==> src/rtl/flac_pkg.sv <==
// flac_pkg: shared widths, sequencer states and frame-length helper
package flac_pkg;
  localparam int ADDR_W = 16;
  localparam int SAMPLE_W = 16;
  typedef enum logic [2:0] {
    SEQ_IDLE, SEQ_LOAD, SEQ_GUARD, SEQ_RUN, SEQ_COMMIT, SEQ_DONE, SEQ_ERROR
  } seqState_t;
  function automatic logic [SAMPLE_W-1:0] frameLen(input logic [SAMPLE_W-1:0] remaining, input logic [SAMPLE_W-1:0] blockSize);
    return remaining < blockSize ? remaining : blockSize;
  endfunction
endpackage

==> src/rtl/flac_frame_sequencer_if.sv <==
// flac_frame_sequencer_if: control bus between the frame sequencer and the encoder core
interface flac_frame_sequencer_if;
  import flac_pkg::*;
  logic oEncReset;
  logic [SAMPLE_W-1:0] oEncNumSamples;
  logic [ADDR_W-1:0] oEncInAddrStart;
  logic [ADDR_W-1:0] oEncOutAddrStart;
  logic iEncDone;
  logic [ADDR_W-1:0] iEncOutAddr;
  modport master(output oEncReset, oEncNumSamples, oEncInAddrStart, oEncOutAddrStart, input iEncDone, iEncOutAddr);
  modport slave(input oEncReset, oEncNumSamples, oEncInAddrStart, oEncOutAddrStart, output iEncDone, iEncOutAddr);
endinterface

==> src/rtl/flac_seq_watchdog.sv <==
// flac_seq_watchdog: loadable per-frame cycle counter flagging the cycle it reaches LIMIT
module flac_seq_watchdog #(
  parameter logic [31:0] LIMIT = 32'd1000000
) (
  input  logic        iClock,
  input  logic        iReset,
  input  logic        clear,
  input  logic        enable,
  input  logic        load,
  input  logic [31:0] loadValue,
  output logic        terminal
);
  logic [31:0] count;
  // terminal fires on the enabled cycle whose increment lands on LIMIT
  assign terminal = enable && count == LIMIT - 32'd1;
  // clear has priority over load, load over counting
  always_ff @(posedge iClock)
    count <= iReset || clear ? '0 : load ? loadValue : enable ? count + 32'd1 : count;
endmodule

==> src/rtl/flac_frame_sequencer.sv <==
// flac_frame_sequencer: splits a sample stream into blocks and runs the encoder core once per block
module flac_frame_sequencer
  import flac_pkg::*;
#(
  parameter logic [SAMPLE_W-1:0] BLOCK_SIZE = 16'd4096,
  parameter int RESET_CYCLES = 2,
  parameter logic [ADDR_W-1:0] OUT_LIMIT = 16'hFFF0,
  parameter logic [31:0] MAX_FRAME_CYCLES = 32'd1000000
) (
  input  logic                iClock,
  input  logic                iReset,
  input  logic                iStart,
  input  logic [SAMPLE_W-1:0] iTotalSamples,
  input  logic [ADDR_W-1:0]   iInBase,
  input  logic [ADDR_W-1:0]   iOutBase,
  flac_frame_sequencer_if.master enc,
  output logic [15:0]         oFrameIndex,
  output logic                oFrameDone,
  output logic                oBusy,
  output logic                oDone,
  output logic                oError,
  output logic [ADDR_W-1:0]   oOutEnd
);
  localparam logic [7:0] RC_LAST = 8'(RESET_CYCLES - 1);
  seqState_t state;
  logic [SAMPLE_W-1:0] remaining;
  logic [ADDR_W-1:0] inPtr, outPtr;
  logic [7:0] rstCnt;
  logic ovf, wdTerminal;
  flac_seq_watchdog #(.LIMIT(MAX_FRAME_CYCLES)) u_watchdog (
    .iClock(iClock), .iReset(iReset), .clear(state == SEQ_GUARD), .enable(state == SEQ_RUN),
    .load(1'b0), .loadValue(32'd0), .terminal(wdTerminal)
  );
  // frame sequencing FSM; outputs are registered to reflect the state being entered
  always_ff @(posedge iClock) begin
    if (iReset) begin
      state <= SEQ_IDLE;
      enc.oEncReset <= 1'b1;
      enc.oEncNumSamples <= '0;
      enc.oEncInAddrStart <= '0;
      enc.oEncOutAddrStart <= '0;
      remaining <= '0;
      inPtr <= '0;
      outPtr <= '0;
      rstCnt <= '0;
      ovf <= 1'b0;
      oFrameIndex <= '0;
      oFrameDone <= 1'b0;
      oBusy <= 1'b0;
      oDone <= 1'b0;
      oError <= 1'b0;
      oOutEnd <= '0;
    end else begin
      oFrameDone <= 1'b0;
      case (state)
        SEQ_IDLE, SEQ_DONE, SEQ_ERROR: if (iStart) begin
          remaining <= iTotalSamples;
          inPtr <= iInBase;
          outPtr <= iOutBase;
          oFrameIndex <= '0;
          rstCnt <= '0;
          oError <= 1'b0;
          oDone <= iTotalSamples == '0;
          oBusy <= iTotalSamples != '0;
          if (iTotalSamples == '0) oOutEnd <= iOutBase;
          state <= iTotalSamples == '0 ? SEQ_DONE : SEQ_LOAD;
        end
        SEQ_LOAD: begin
          enc.oEncNumSamples <= frameLen(remaining, BLOCK_SIZE);
          enc.oEncInAddrStart <= inPtr;
          enc.oEncOutAddrStart <= outPtr;
          rstCnt <= rstCnt + 8'd1;
          if (rstCnt == RC_LAST) begin
            state <= SEQ_GUARD;
            enc.oEncReset <= 1'b0;
          end
        end
        SEQ_GUARD: state <= SEQ_RUN;
        SEQ_RUN: if (enc.iEncDone) begin
          state <= SEQ_COMMIT;
          enc.oEncReset <= 1'b1;
          oFrameDone <= 1'b1;
          oOutEnd <= enc.iEncOutAddr + 16'd1;
          ovf <= enc.iEncOutAddr >= OUT_LIMIT;
        end else if (wdTerminal) begin
          state <= SEQ_ERROR;
          enc.oEncReset <= 1'b1;
          oBusy <= 1'b0;
          oError <= 1'b1;
        end
        SEQ_COMMIT: if (ovf) begin
          state <= SEQ_ERROR;
          oBusy <= 1'b0;
          oError <= 1'b1;
        end else begin
          remaining <= remaining - enc.oEncNumSamples;
          inPtr <= inPtr + enc.oEncNumSamples;
          outPtr <= oOutEnd;
          rstCnt <= '0;
          if (remaining == enc.oEncNumSamples) begin
            state <= SEQ_DONE;
            oBusy <= 1'b0;
            oDone <= 1'b1;
          end else begin
            state <= SEQ_LOAD;
            oFrameIndex <= oFrameIndex + 16'd1;
          end
        end
        default: state <= SEQ_IDLE;
      endcase
    end
  end
endmodule

==> src/flat_wrapper.sv <==
// flat-port wrapper written by rule: the top's interface ports become plain ports
module flac_frame_sequencer_flat import flac_pkg::*;
#(
  parameter logic [SAMPLE_W-1:0] BLOCK_SIZE = 16'd4096,
  parameter int RESET_CYCLES = 2,
  parameter logic [ADDR_W-1:0] OUT_LIMIT = 16'hFFF0,
  parameter logic [31:0] MAX_FRAME_CYCLES = 32'd1000000
)
  (iClock, iReset, iStart, iTotalSamples, iInBase, iOutBase, oFrameIndex, oFrameDone, oBusy, oDone, oError, oOutEnd, enc_oEncReset, enc_oEncNumSamples, enc_oEncInAddrStart, enc_oEncOutAddrStart, enc_iEncDone, enc_iEncOutAddr);
  flac_frame_sequencer_if enc_i ();
  input  logic iClock;
  input  logic iReset;
  input  logic iStart;
  input  logic [SAMPLE_W-1:0] iTotalSamples;
  input  logic [ADDR_W-1:0] iInBase;
  input  logic [ADDR_W-1:0] iOutBase;
  output logic [15:0] oFrameIndex;
  output logic oFrameDone;
  output logic oBusy;
  output logic oDone;
  output logic oError;
  output logic [ADDR_W-1:0] oOutEnd;
  output wire logic [$bits(enc_i.oEncReset)-1:0] enc_oEncReset;
  output wire logic [$bits(enc_i.oEncNumSamples)-1:0] enc_oEncNumSamples;
  output wire logic [$bits(enc_i.oEncInAddrStart)-1:0] enc_oEncInAddrStart;
  output wire logic [$bits(enc_i.oEncOutAddrStart)-1:0] enc_oEncOutAddrStart;
  input wire logic [$bits(enc_i.iEncDone)-1:0] enc_iEncDone;
  input wire logic [$bits(enc_i.iEncOutAddr)-1:0] enc_iEncOutAddr;
  assign enc_oEncReset = enc_i.oEncReset;
  assign enc_oEncNumSamples = enc_i.oEncNumSamples;
  assign enc_oEncInAddrStart = enc_i.oEncInAddrStart;
  assign enc_oEncOutAddrStart = enc_i.oEncOutAddrStart;
  assign enc_i.iEncDone = enc_iEncDone;
  assign enc_i.iEncOutAddr = enc_iEncOutAddr;
  flac_frame_sequencer #(.BLOCK_SIZE(BLOCK_SIZE), .RESET_CYCLES(RESET_CYCLES), .OUT_LIMIT(OUT_LIMIT), .MAX_FRAME_CYCLES(MAX_FRAME_CYCLES)) u_core (.iClock(iClock), .iReset(iReset), .iStart(iStart), .iTotalSamples(iTotalSamples), .iInBase(iInBase), .iOutBase(iOutBase), .enc(enc_i), .oFrameIndex(oFrameIndex), .oFrameDone(oFrameDone), .oBusy(oBusy), .oDone(oDone), .oError(oError), .oOutEnd(oOutEnd));
endmodule
==> config.mk <==
export PLATFORM = sky130hd
export DESIGN_NAME = flac_frame_sequencer_flat
export DESIGN_NICKNAME = d
export VERILOG_FILES = /design/src/rtl/flac_pkg.sv /design/src/rtl/flac_frame_sequencer_if.sv /design/src/rtl/flac_seq_watchdog.sv /design/src/rtl/flac_frame_sequencer.sv /design/src/flat_wrapper.sv
export SDC_FILE = /design/constraint.sdc
export NUM_CORES = 1
export LEC_CHECK = 0
export BUFFER_PORTS_ARGS = -buffer_cell sky130_fd_sc_hd__buf_2
export CORE_ASPECT_RATIO = 0.6
export CORE_MARGIN = 2
export CORE_UTILIZATION = 45
export CTS_BUF_LIST = sky130_fd_sc_hd__clkbuf_8
export DETAILED_ROUTE_END_ITERATION = 6
export GPL_TIMING_DRIVEN = 0
export PLACE_DENSITY_LB_ADDON = 0.25
export SKIP_CTS_REPAIR_TIMING = 1
export SYNTH_ARGS = -nofsm -noshare
export SYNTH_HDL_FRONTEND = slang
export SYNTH_SLANG_ARGS = --single-unit
==> constraint.sdc <==
create_clock -name iClock -period 3.2 [get_ports iClock]
set_input_delay 0.48 -clock iClock [delete_from_list [all_inputs] [get_ports iClock]]
set_output_delay 0.48 -clock iClock [all_outputs]
set_load 0.05 [all_outputs]
==> results.yml, run 1 <==
synth:
  netlist_top_cells_area: "dfxtp_1, nand2_1, nor2_1, ha_1, a21oi_1"
  synth_area_mm2: 0.00934
  synth_cell_type_count: 67
  synth_top_flop_cell: "dfxtp_1"
  yosys.area.top_type: "dfxtp_1"
  ys_seq_area_share_pct: 38.0
  synth_edf_count: 0
  async_flop_share_pct: 0
  ys_seq_elements: 177
  syn_nets: 1277
  postSynthAreaPerCell_um2: 7.97
  ys_warn_count: 0
  yosys.area.top_type_share_pct: 38.0
  synthCells: 1172
route:
  num_vias: 9313
  ant_nets: 0
  vias_per_cell: 5.72
  first_pass_iters: 7
  route.detailed.drc: 0
  top_layer_used: "met4"
  wl_mm: 30.4
  drtIter0Drc: 852
  m1WireLength_mm: 14.9
  wl_per_cell_um: 18.6
  met2_length_mm: 11.4
  routed-wl-met3_mm: 3.69
clock_tree:
  cts_buffer_depth: 2
  cts_root_buf: "clkbuf_8"
  h-tree-depth: 4
  cts_tree: "done"
  clkSinkCount: 177
  clk_latency_ns: 0.51
  clk_pin_slew_ns: 0.11
  cts_buffers: 17
sta:
  fmax_mhz: 360
  hold_viol: 0
  period_minus_slack_ns: 2.78
  period_share_pct: 86.9
  maxSlewViolCount: 0
  setup_tns_ns: 0
  worst_slew_pin_slew_ns: 1.00
  maxSlewHeadroom_pct: 33.0
  grt_setup_unrepaired: "no"
  finalSetupViolations: 0
  fin_skew_ns: 0.0180
floorplanning:
  die_w_um: 190
  dieArea_mm2: 0.0220
  die_y_um: 116
  io_pins: 153
  start_util_pct: 46.3
  core_mm2: 0.0202
  num_rows: 40
global_routing:
  grt_use_total_pct: 27.9
  grt_max_degree: 21
  gr-total-overflow: 0
  grt_pass1_wl_mm: 46.8
  grt_pass1_vias: 8260
  antenna_found_initial: 0
worst_hold_path:
  hold_class: "in2reg"
  worstHoldPathCells: 3
  hold_path_end: "u_core.inPtr[4]"
  worstHoldStart: "iInBase[4]"
critical_path:
  crit_type: "reg2reg"
  r2r-end: "u_core.remaining[14]"
  required_ns: 3.59
  r2r_slack_ns: 0.42
  r2r_cells: 10
  start_kind: "flip-flop"
  worst_setup_path_end_kind: "flip-flop"
  cp.arrival_ns: 3.17
  path_max_fanout: 4
  r2r_start: "u_core.remaining[0]"
finish:
  drive_gt1_share_pct: 16.7
  layoutNonFillerInstCount: 1629
  nets: 1448
  antenna_cells: 0
  syn_to_final_growth_pct: 16.3
  utilization_pct: 53.8
outcome:
  status: "complete, no violations"
power_and_ir_drop:
  powerDensity_mw_per_mm2: 572
  leakagePower_nw: 4.40
  vdd_drop_max_v: 0.000310
placed_design:
  portBuffers: 152
  gp_congestion: 0.950
  dpl.cell_count: 1597
  place_hpwl_mm: 23.3
run:
  maxCapViolations: 0
[worst max-delay path, stage by stage, from the launching register on]
cell and delay (ns):
dfxtp_1 0.35, inv_1 0.06, ha_1 0.21, fa_1 0.40, nor2b_1 0.16, o21ai_0 0.11, a21boi_0 0.41, o21ai_0 0.19
a211oi_1 0.28, mux2_2 0.36, and3_1 0.16
[worst max path at each step]
stage,depth (start not counted),startpoint,endpoint
after detailed placement,10,u_core.remaining[0],u_core.remaining[14]
after floorplan,9,u_core.enc.oEncNumSamples[0],u_core.remaining[14]
after CTS,10,u_core.remaining[0],u_core.remaining[14]
final,10,u_core.remaining[0],u_core.remaining[14]
after global routing,10,u_core.remaining[0],u_core.remaining[14]
after global placement,10,u_core.remaining[0],u_core.remaining[14]
[placed cells by master (no fill, tap or decap), types with 35 or more instances in the layout]
master    netlist  final
ha_1           35     35
clkbuf_1       38     38
buf_2          20    172
xor2_1         41     41
nand2_1       183    183
nor2_1        157    157
a21oi_1        83     83
dfxtp_1       177    177
[flip-flops by register name, summed over array words and instances (netlist names), 3 cells and up]
signal	cells
u_core.u_watchdog.count	32
u_core.enc.oEncInAddrStart	16
u_core.enc.oEncNumSamples	16
u_core.enc.oEncOutAddrStart	16
u_core.inPtr	16
u_core.oFrameIndex	16
u_core.oOutEnd	16
u_core.outPtr	16
u_core.remaining	16
u_core.rstCnt	8
u_core.state	3
[stage by stage]
| step | hold slack (ns) | power [mW] | setup slack (ns) | cell area [um^2] |
|---|---|---|---|---|
| finish | 0.233 | 6.21 | 0.419 | 10900 |
| global route | 0.225 | 6.52 | 0.186 | 10900 |
| CTS | 0.227 | 6.18 | 0.474 | 10900 |
| detailed placement | 0.445 | 4.58 | 0.512 | 10400 |
| global placement | 0.439 | 4.56 | 0.485 | 10400 |
| floorplan | 0.432 | 3.99 | 0.553 | 9340 |
[Yosys cell counts (5+ instances only)]
library cell and n:
o211ai_1 15, clkbuf_1 38, o21a_1 5, nand3_1 29, mux2i_1 6, a311oi_1 29, and4_1 5, nand4_1 27
or4_1 8, a211oi_1 32, a21o_1 7, nor2_1 157, buf_2 20, and3_1 14, and2_1 8, a22oi_1 12
a211o_1 8, xnor2_1 31, nor2b_1 16, nand2_1 183, or3_1 11, dfxtp_1 177, inv_1 27, xor2_1 41
a21oi_1 83, o21ai_0 32, ha_1 35, nor4_1 9, nor3_1 32, nand2b_1 10
[layout make-up]
type | count | area, um^2
clock inverter | 15 | 184
buffer | 62 | 269
timing repair buffer | 152 | 761
sequential | 177 | 3540
clock buffer | 17 | 234
inverter | 27 | 101
multi-input combinational | 906 | 5420
tap | 273 | 342
fill | 1943 | 9310
[routing by layer]
layer	global-route usage, %	up-vias
met5	0	-
met4	5.68	0
met3	10.6	32
met2	36.5	418
met1	42.6	4357
li1	-	4506
[kinds of logic (layout without fill, tap and decap cells)]
kind of cell             Yosys count  in the layout  synth area share (%)
AND/OR/NAND/NOR                  533            533                  27.0
multiplexers                       7              7                 0.764
XOR/XNOR                          72             72                  6.75
buffers and inverters             89            273                  3.97
adder cells (fa/ha/maj)           37             37                  5.12
flip-flops                       177            177                  38.0
AO/OA/AOI/OAI                    257            257                  18.5
[where the power goes]
group	switching, mW	internal, mW
combinational	1.38	0.653
clock	1.01	0.603
sequential	0.166	2.39
Note: power is estimated with default switching activity, not from simulation.
==> inputs of run 2 (changes only) <==
Settings changed: PLACE_DENSITY set to 0.78, PLACE_DENSITY_LB_ADDON 0.25 to unset.
==> results.yml, run 2 (synthesis gave the netlist of run 1 again) <==
finish:
  regMostFlops: "u_core.u_watchdog.count"
  nets: 1448
  mostFrequentLayoutCells: "nand2_1, dfxtp_1, buf_2"
  layoutNonFillerInstCount: 1630
  final_common_cell: "nand2_1"
  largest_reg_flops: 32
  drive_gt1_share_pct: 16.7
  syn_to_final_growth_pct: 16.4
sta:
  period_minus_slack_ns: 2.88
  period_share_pct: 89.9
  grt_setup_unrepaired: "no"
  fin_skew_ns: 0.0207
  worst_slew_pin_slew_ns: 0.938
  maxSlewHeadroom_pct: 37.4
  setup_tns_ns: 0
  finalSetupViolations: 0
  hold_viol: 0
  maxSlewViolCount: 0
  fmax_mhz: 348
global_routing:
  grt_use_total_pct: 27.1
  antenna_found_initial: 1
  gr-total-overflow: 0
  grt_pass1_vias: 8339
  grt_max_degree: 22
  grt_pass1_wl_mm: 45.9
clock_tree:
  cts_buffers: 17
  clk_pin_slew_ns: 0.12
  clk_latency_ns: 0.49
  cts_tree: "done"
  cts_root_buf: "clkbuf_8"
  h-tree-depth: 4
  clkSinkCount: 177
  cts_buffer_depth: 2
critical_path:
  r2r_start: "u_core.remaining[0]"
  r2r_slack_ns: 0.32
  path_max_fanout: 4
  worst_setup_path_end_kind: "flip-flop"
  startpoint: "u_core.remaining[0]"
  start_kind: "flip-flop"
  crit_type: "reg2reg"
  r2r-end: "u_core.remaining[14]"
  r2r_cells: 10
  cp.arrival_ns: 3.26
  required_ns: 3.59
power_and_ir_drop:
  powerDensity_mw_per_mm2: 577
  vdd_drop_max_v: 0.000340
  leakagePower_nw: 4.41
floorplanning:
  die_y_um: 116
  io_pins: 153
  die_w_um: 190
  core_mm2: 0.0202
  dieArea_mm2: 0.0220
  start_util_pct: 46.3
  num_rows: 40
run:
  maxCapViolations: 0
outcome:
  status: "complete, no violations"
worst_hold_path:
  hold_class: "in2reg"
  worstHoldStart: "iInBase[1]"
  worstHoldPathCells: 3
  hold_path_end: "u_core.inPtr[1]"
route:
  num_vias: 9534
  first_pass_iters: 6
  drtIter0Drc: 1107
  route.detailed.drc: 0
  wl_per_cell_um: 18.7
  wl_mm: 30.5
  ant_nets: 0
  vias_per_cell: 5.85
placed_design:
  place_hpwl_mm: 23.4
  dpl.cell_count: 1597
  portBuffers: 152
  gp_congestion: 0.987
## run 2: worst max-delay path by stage
| stage | depth (start not counted) | end | slack [ns] |
|---|---|---|---|
| 2_1_floorplan | 9 | u_core.remaining[14] | 0.55 |
| 3_3_place_gp | 9 | u_core.remaining[14] | 0.33 |
| 3_5_place_dp | 9 | u_core.remaining[14] | 0.31 |
| 4_1_cts | 10 | u_core.remaining[14] | 0.29 |
| 5_1_grt | 10 | u_core.remaining[14] | 0.17 |
| 6_report | 10 | u_core.remaining[14] | 0.32 |
## run 2: worst max-delay path, stage by stage, from the launching register on
cell and delay, ns:
dfxtp_1 0.36, inv_1 0.06, ha_1 0.20, fa_1 0.39, nor2b_1 0.17, o21ai_0 0.15, a21boi_1 0.31, o21ai_0 0.19
a211oi_1 0.41, mux2_2 0.38, and3_1 0.16
## run 2: where the power goes
| part | internal (mW) | leakage [nW] | total (mW) | switching (mW) |
|---|---|---|---|---|
| combinational | 0.656 | 2.76 | 2.07 | 1.41 |
| sequential | 2.39 | 1.44 | 2.55 | 0.160 |
| clock | 0.622 | 0.215 | 1.65 | 1.03 |
| total | 3.67 | 4.41 | 6.27 | 2.60 |
## run 2: layer usage
metal	up-vias	track usage, %	wire, um
met2	552	37.8	12200
met3	42	8.75	4150
li1	4498	-	-
met1	4442	40.3	13800
met5	-	0	0
met4	0	6.05	358
## run 2: cell type report
class / instances / area [um^2]
clock inverter: 15 / 196
timing repair buffer: 152 / 761
tap: 273 / 342
fill: 1896 / 9300
buffer: 62 / 269
multi-input combinational: 906 / 5420
antenna: 1 / 2.50
inverter: 27 / 101
sequential: 177 / 3540
clock buffer: 17 / 234
## run 2: metrics by stage
stage	utilization [%]	setup slack [ns]	hold slack, ns	power, mW	instance area [um^2]
after floorplan	-	0.553	0.432	3.99	9340
after CTS	53.9	0.285	0.227	6.23	10900
final	53.9	0.323	0.243	6.27	10900
after global placement	51.8	0.329	0.442	4.54	10400
after global routing	53.9	0.168	0.239	6.53	10900
after detailed placement	51.8	0.309	0.446	4.60	10400
